<file path="src/rtl/scc_mem_pkg.sv">
// Shared definitions for the memory-port arbiter: FSM state encodings and
// default address/data widths.
package scc_mem_pkg;

  localparam int AW_DEFAULT = 32;
  localparam int DW_DEFAULT = 32;

  typedef enum logic [1:0] {
    IDLE   = 2'd0,
    IF_CMD = 2'd1,
    DM_CMD = 2'd2
  } arb_state_e;

endpackage

</file>
<file path="src/rtl/arb_starve_cnt.sv">
// Saturating count of data grants taken while an eligible fetch waits; raises
// fetch_pri once the count reaches STARVE_MAX so fetch wins the next arbitration.
module arb_starve_cnt #(
  parameter int STARVE_MAX = 4
) (
  input  logic clk,
  input  logic rst,
  input  logic clk_en,
  input  logic dm_win,
  input  logic if_win,
  input  logic if_req,
  input  logic if_pend,
  output logic fetch_pri
);

  logic [3:0] cnt_q;
  logic [3:0] cnt_d;

  always_comb begin
    cnt_d = cnt_q;
    if (!clk_en) begin
      cnt_d = cnt_q;
    end else if (if_win || !if_req) begin
      cnt_d = 4'd0;
    end else if (dm_win && if_pend && (cnt_q < 4'(STARVE_MAX))) begin
      cnt_d = cnt_q + 4'd1;
    end else begin
      cnt_d = cnt_q;
    end
  end

  always_ff @(posedge clk or posedge rst) begin
    if (rst) begin
      cnt_q <= 4'd0;
    end else begin
      cnt_q <= cnt_d;
    end
  end

  assign fetch_pri = (cnt_q >= 4'(STARVE_MAX));

endmodule

</file>
<file path="src/rtl/mem_port_arbiter.sv">
// Arbitrates a fetch port and a data port onto one single-port memory.
// Define ARB_STARVE_GUARD_EN to let a waiting fetch break data priority.
module mem_port_arbiter
  import scc_mem_pkg::*;
#(
  parameter int AW         = AW_DEFAULT,
  parameter int DW         = DW_DEFAULT,
  parameter int STARVE_MAX = 4
) (
  input  logic          clk,
  input  logic          rst,
  input  logic          clk_en,
  input  logic          halt_f,
  input  logic          if_req,
  input  logic [AW-1:0] if_addr,
  output logic          if_gnt,
  output logic          if_valid,
  output logic [DW-1:0] if_rdata,
  input  logic          dm_req,
  input  logic          dm_we,
  input  logic [AW-1:0] dm_addr,
  input  logic [DW-1:0] dm_wdata,
  output logic          dm_gnt,
  output logic          dm_valid,
  output logic [DW-1:0] dm_rdata,
  output logic [AW-1:0] mem_addr,
  output logic          mem_read,
  output logic          mem_write,
  output logic [DW-1:0] mem_wdata,
  input  logic [DW-1:0] mem_rdata
);

  arb_state_e    state_q, state_d;
  logic          if_ok, dm_win, if_win, fetch_pri;
  logic [AW-1:0] addr_q, addr_d;
  logic [DW-1:0] wdata_q, wdata_d;
  logic          we_q, we_d;
  logic          if_valid_q, if_valid_d, dm_valid_q, dm_valid_d;
  logic [DW-1:0] if_rdata_q, if_rdata_d, dm_rdata_q, dm_rdata_d;

  // halt_f is sampled combinationally so a halt arriving with a fetch win blocks it
  always_comb begin
    if_ok  = if_req & ~halt_f;
    dm_win = dm_req & ~(fetch_pri & if_ok);
    if_win = if_ok & ~dm_win;
  end

`ifdef ARB_STARVE_GUARD_EN
  arb_starve_cnt #(.STARVE_MAX(STARVE_MAX)) u_starve_cnt (
    .clk       (clk),
    .rst       (rst),
    .clk_en    (clk_en),
    .dm_win    (dm_win),
    .if_win    (if_win),
    .if_req    (if_req),
    .if_pend   (if_ok),
    .fetch_pri (fetch_pri)
  );
`else
  // Constant low for any legal STARVE_MAX: data keeps strict priority.
  assign fetch_pri = (STARVE_MAX < 1);
`endif

  always_comb begin
    state_d = state_q;
    if (!clk_en) begin
      state_d = state_q;
    end else if (dm_win) begin
      state_d = DM_CMD;
    end else if (if_win) begin
      state_d = IF_CMD;
    end else begin
      state_d = IDLE;
    end
  end

  always_ff @(posedge clk or posedge rst) begin
    if (rst) begin
      state_q <= IDLE;
    end else begin
      state_q <= state_d;
    end
  end

  // Command latch and read-return pipeline; memory data is captured at the end of the command cycle
  always_comb begin
    addr_d     = addr_q;
    wdata_d    = wdata_q;
    we_d       = we_q;
    if_valid_d = if_valid_q;
    dm_valid_d = dm_valid_q;
    if_rdata_d = if_rdata_q;
    dm_rdata_d = dm_rdata_q;
    if (clk_en) begin
      if (dm_win) begin
        addr_d  = dm_addr;
        wdata_d = dm_wdata;
        we_d    = dm_we;
      end else if (if_win) begin
        addr_d = if_addr;
        we_d   = 1'b0;
      end else begin
        addr_d = addr_q;
      end
      if_valid_d = (state_q == IF_CMD);
      dm_valid_d = (state_q == DM_CMD) && !we_q;
      if (state_q == IF_CMD) begin
        if_rdata_d = mem_rdata;
      end else if (state_q == DM_CMD && !we_q) begin
        dm_rdata_d = mem_rdata;
      end else begin
        if_rdata_d = if_rdata_q;
      end
    end else begin
      addr_d = addr_q;
    end
  end

  always_ff @(posedge clk or posedge rst) begin
    if (rst) begin
      addr_q     <= '0;
      wdata_q    <= '0;
      we_q       <= 1'b0;
      if_valid_q <= 1'b0;
      dm_valid_q <= 1'b0;
      if_rdata_q <= '0;
      dm_rdata_q <= '0;
    end else begin
      addr_q     <= addr_d;
      wdata_q    <= wdata_d;
      we_q       <= we_d;
      if_valid_q <= if_valid_d;
      dm_valid_q <= dm_valid_d;
      if_rdata_q <= if_rdata_d;
      dm_rdata_q <= dm_rdata_d;
    end
  end

  always_comb begin
    if_gnt    = 1'b0;
    dm_gnt    = 1'b0;
    mem_read  = 1'b0;
    mem_write = 1'b0;
    case (state_q)
      IF_CMD: begin
        if_gnt   = 1'b1;
        mem_read = 1'b1;
      end
      DM_CMD: begin
        dm_gnt    = 1'b1;
        mem_read  = ~we_q;
        mem_write = we_q;
      end
      default: begin
        if_gnt = 1'b0;
      end
    endcase
    mem_addr  = addr_q;
    mem_wdata = wdata_q;
    if_valid  = if_valid_q;
    dm_valid  = dm_valid_q;
    if_rdata  = if_rdata_q;
    dm_rdata  = dm_rdata_q;
  end

endmodule

</file>
<file path="config.mk">
export PLATFORM = sky130hd
export DESIGN_NAME = mem_port_arbiter
export DESIGN_NICKNAME = d
export VERILOG_FILES = /design/src/rtl/scc_mem_pkg.sv /design/src/rtl/arb_starve_cnt.sv /design/src/rtl/mem_port_arbiter.sv
export SDC_FILE = /design/constraint.sdc
export NUM_CORES = 1
export LEC_CHECK = 0
export ABC_AREA = 1
export CAP_MARGIN = 10
export CORE_MARGIN = 2
export CORE_UTILIZATION = 40
export DETAILED_ROUTE_END_ITERATION = 8
export PLACE_DENSITY = 0.79
export SLEW_MARGIN = 20
export SYNTH_ARGS = -nofsm -noshare
export SYNTH_HDL_FRONTEND = slang
export SYNTH_HIERARCHICAL = 1
export SYNTH_SLANG_ARGS = --single-unit
</file>
<file path="constraint.sdc">
create_clock -name clk -period 4.5 [get_ports clk]
set_input_delay 0.45 -clock clk [delete_from_list [all_inputs] [get_ports clk]]
set_output_delay 0.45 -clock clk [all_outputs]
set_load 0.05 [all_outputs]
</file>
==> flow_summary.toml <==
[timing]
max_freq_mhz = 333
grt_setup_unrepaired = "false"
finalCritPeriodShare = 0.666
slew_headroom = 0.320
tightest_slew_ns = 1.02
whs_ns = 0.384
setup_slack_ns = 1.50
hold_violations = 0
setup_viol = 0
fin_tns_setup_ns = 0
slew_viol_final = 0
clock_skew_ns = 0.00647
fin_crit_ns = 3.00

[floorplanning]
core-area_sq_um = 13800
die-height_um = 123
die-width_um = 123
die_area_sq_um = 15100
io_pins = 269
rows = 43
initial_core_util = 0.409

[clocking]
post_cts_buffers = 0
ctsRootBufferMaster = "clkbuf_16"
hold_buffers = 0
cts-resized-gates = 0
htreeDepth = 4
cts_num_sinks = 133
cts_buffers = 17
cts_buffer_depth = 2
cts_tree = "done"
clkSlewWorstSetupHoldPaths_ns = 0.05
clk_latency_ns = 0.41

[logic_synthesis]
syn_nets = 825
yosys_warnings = 6
avgSynthCellArea_sq_um = 8.23
synth_seq_cells = 133
synthFlopType = "dfrtp_1"
synth_area_sq_um = 5650
seq_area_frac_synth = 0.589
synth_top_area_cell = "dfrtp_1"
async_flop_share = 1.00
synth_cell_type_count = 15
syn-instance-count = 687
yosys-top-cells-area = "dfrtp_1 (59%), nand2_1 (22%), nand3_1 (8.6%), o21ai_0 (2.8%), inv_1 (2.5%)"
synth_edf_count = 0
synth_top_area_frac = 0.589

[global_route]
grt_max_degree = 111
grt.busiest_layer = "met2"
grt_first_pass_wirelength_mm = 26.0
use_met1 = 0.278
grt_pass1_vias = 5177
antenna_found_initial = 0
use_met2 = 0.372
gr-total-overflow = 0
grt_util_met3 = 0.0785
track_usage = 0.228

[drt]
num_vias = 5422
vias_per_cell = 4.81
totalWireLength_mm = 17.0
routedWlPerCell_um = 15.1
drc = 0
ant_nets = 0
drt_iter0_drc = 333
dr.pass1.iters = 5

[placed_design]
post-place-ws_ns = 1.51
dp.final_hpwl_mm = 11.9
port_buffers = 268
gp_congestion = 0.789
place_area_sq_um = 8400
dp_cells = 1098

[worst_hold_path]
hp-class = "in -> async"

[critical_path]
cp_num_buf_inv = 4
rr_startpoint = "state_q[0]$_DFFE_PP0P_"
cp_max_fo = 35
required_ns = 4.05
critPathLaunchType = "flip-flop"
path_cells = "inv_1 -> ha_1 -> inv_1 -> nor2_2 -> buf_4 -> nor2_1 -> nor2_1 -> clkdlybuf4s50_1"
ff2ff_path_depth = 8
startpoint = "state_q[0]$_DFFE_PP0P_"
critical-path-top-delay-family = "buffers and inverters"
cp.depth = 8
setup.worst_path.class = "reg -> out"
crit_slowest_cell = "clkdlybuf4s50_1"
endpoint_kind = "output port"
cp.arrival_ns = 2.55
slowest_delay_ns = 0.85

[layout]
fin_util = 0.649
n_fill_cell = 1164
final_cells = 1128
area_growth_pct = 58.8
final_layout_size_suffix_gt1_frac = 0.0464
fin_area_sq_um = 8970
nets = 1076
n_antenna_cell = 0

[status]
status = "completed"

[pwr]
power_density_nw_per_um2 = 532
ir_drop_mv = 0.267
total_power_mw = 4.77
p_leak_nw = 4.47

[job]
max_cap_violations = 0
-- layer usage --
layer	wire (um)	vias up	share of wire
met5	0	-	0
met4	358	0	0.021
met3	1540	25	0.091
met2	8440	241	0.50
met1	6650	2515	0.39
li1	-	2641	-
-- final cells by class --
class                           instances  area, sq um  share of cell area
Sequential cell                       133         3330               0.371
Timing Repair Buffer                  275         2750               0.306
Multi-Input combinational cell        471         1980               0.220
Clock buffer                           24          492              0.0548
Tap cell                              180          225              0.0251
Inverter                               40          155              0.0173
Clock inverter                          5         50.0             0.00558
-- path summary, 6_finish.rpt --
kind	endpoint	slack, ns
worst max-delay path	mem_read	1.50
worst min-delay path	mem_wdata[16]$_DFFE_PP0P_	0.38
worst max register to register	dm_rdata[7]$_DFFE_PP0P_	2.46
worst min register to register	dm_rdata[10]$_DFFE_PP0P_	0.47
max in group asynchronous	mem_addr[27]$_DFFE_PP0P_	3.06
min in group clk	dm_rdata[10]$_DFFE_PP0P_	0.47
-- flip-flops by register name, indices dropped and copies added, names as in the netlist --
register / flops
if_rdata: 32
mem_addr: 32
dm_rdata: 32
dm_valid: 1
mem_wdata: 32
state_q: 2
we_q: 1
if_valid: 1
-- synth_stat cells (2+ instances only) --
master      n
ha_1        3
o21ai_0    32
nor2_1      3
inv_2       2
buf_2      20
dfrtp_1   133
buf_4       5
nand3_1    97
inv_1      38
clkbuf_1   18
nand2_1   332
-- cell families after synthesis --
family | count (synthesis) | synth area share
adders and majority gates | 3 | 0.00664
and+or+nand+nor | 434 | 0.311
buffers and inverters | 83 | 0.0629
DFF | 133 | 0.589
AOI/OAI and AO/OA | 34 | 0.0303
-- report_power, final --
| group | switching (mW) | total [mW] | internal, mW |
|---|---|---|---|
| sequential | 0.144 | 1.59 | 1.45 |
| clock | 0.467 | 1.27 | 0.804 |
| combinational | 1.28 | 1.91 | 0.632 |
-- layout by cell type, fill, tap and decap left out, drive strengths merged --
master / instances
nand2: 332
nand3: 98
buf: 9
bufinv: 1
clkinv: 4
o21ai: 33
clkdlybuf4s50: 266
dfrtp: 133
clkbuf: 24
inv: 40
o22ai: 1
ha: 3
nor2: 4
No activity file was read; power rests on OpenSTA's default activity.
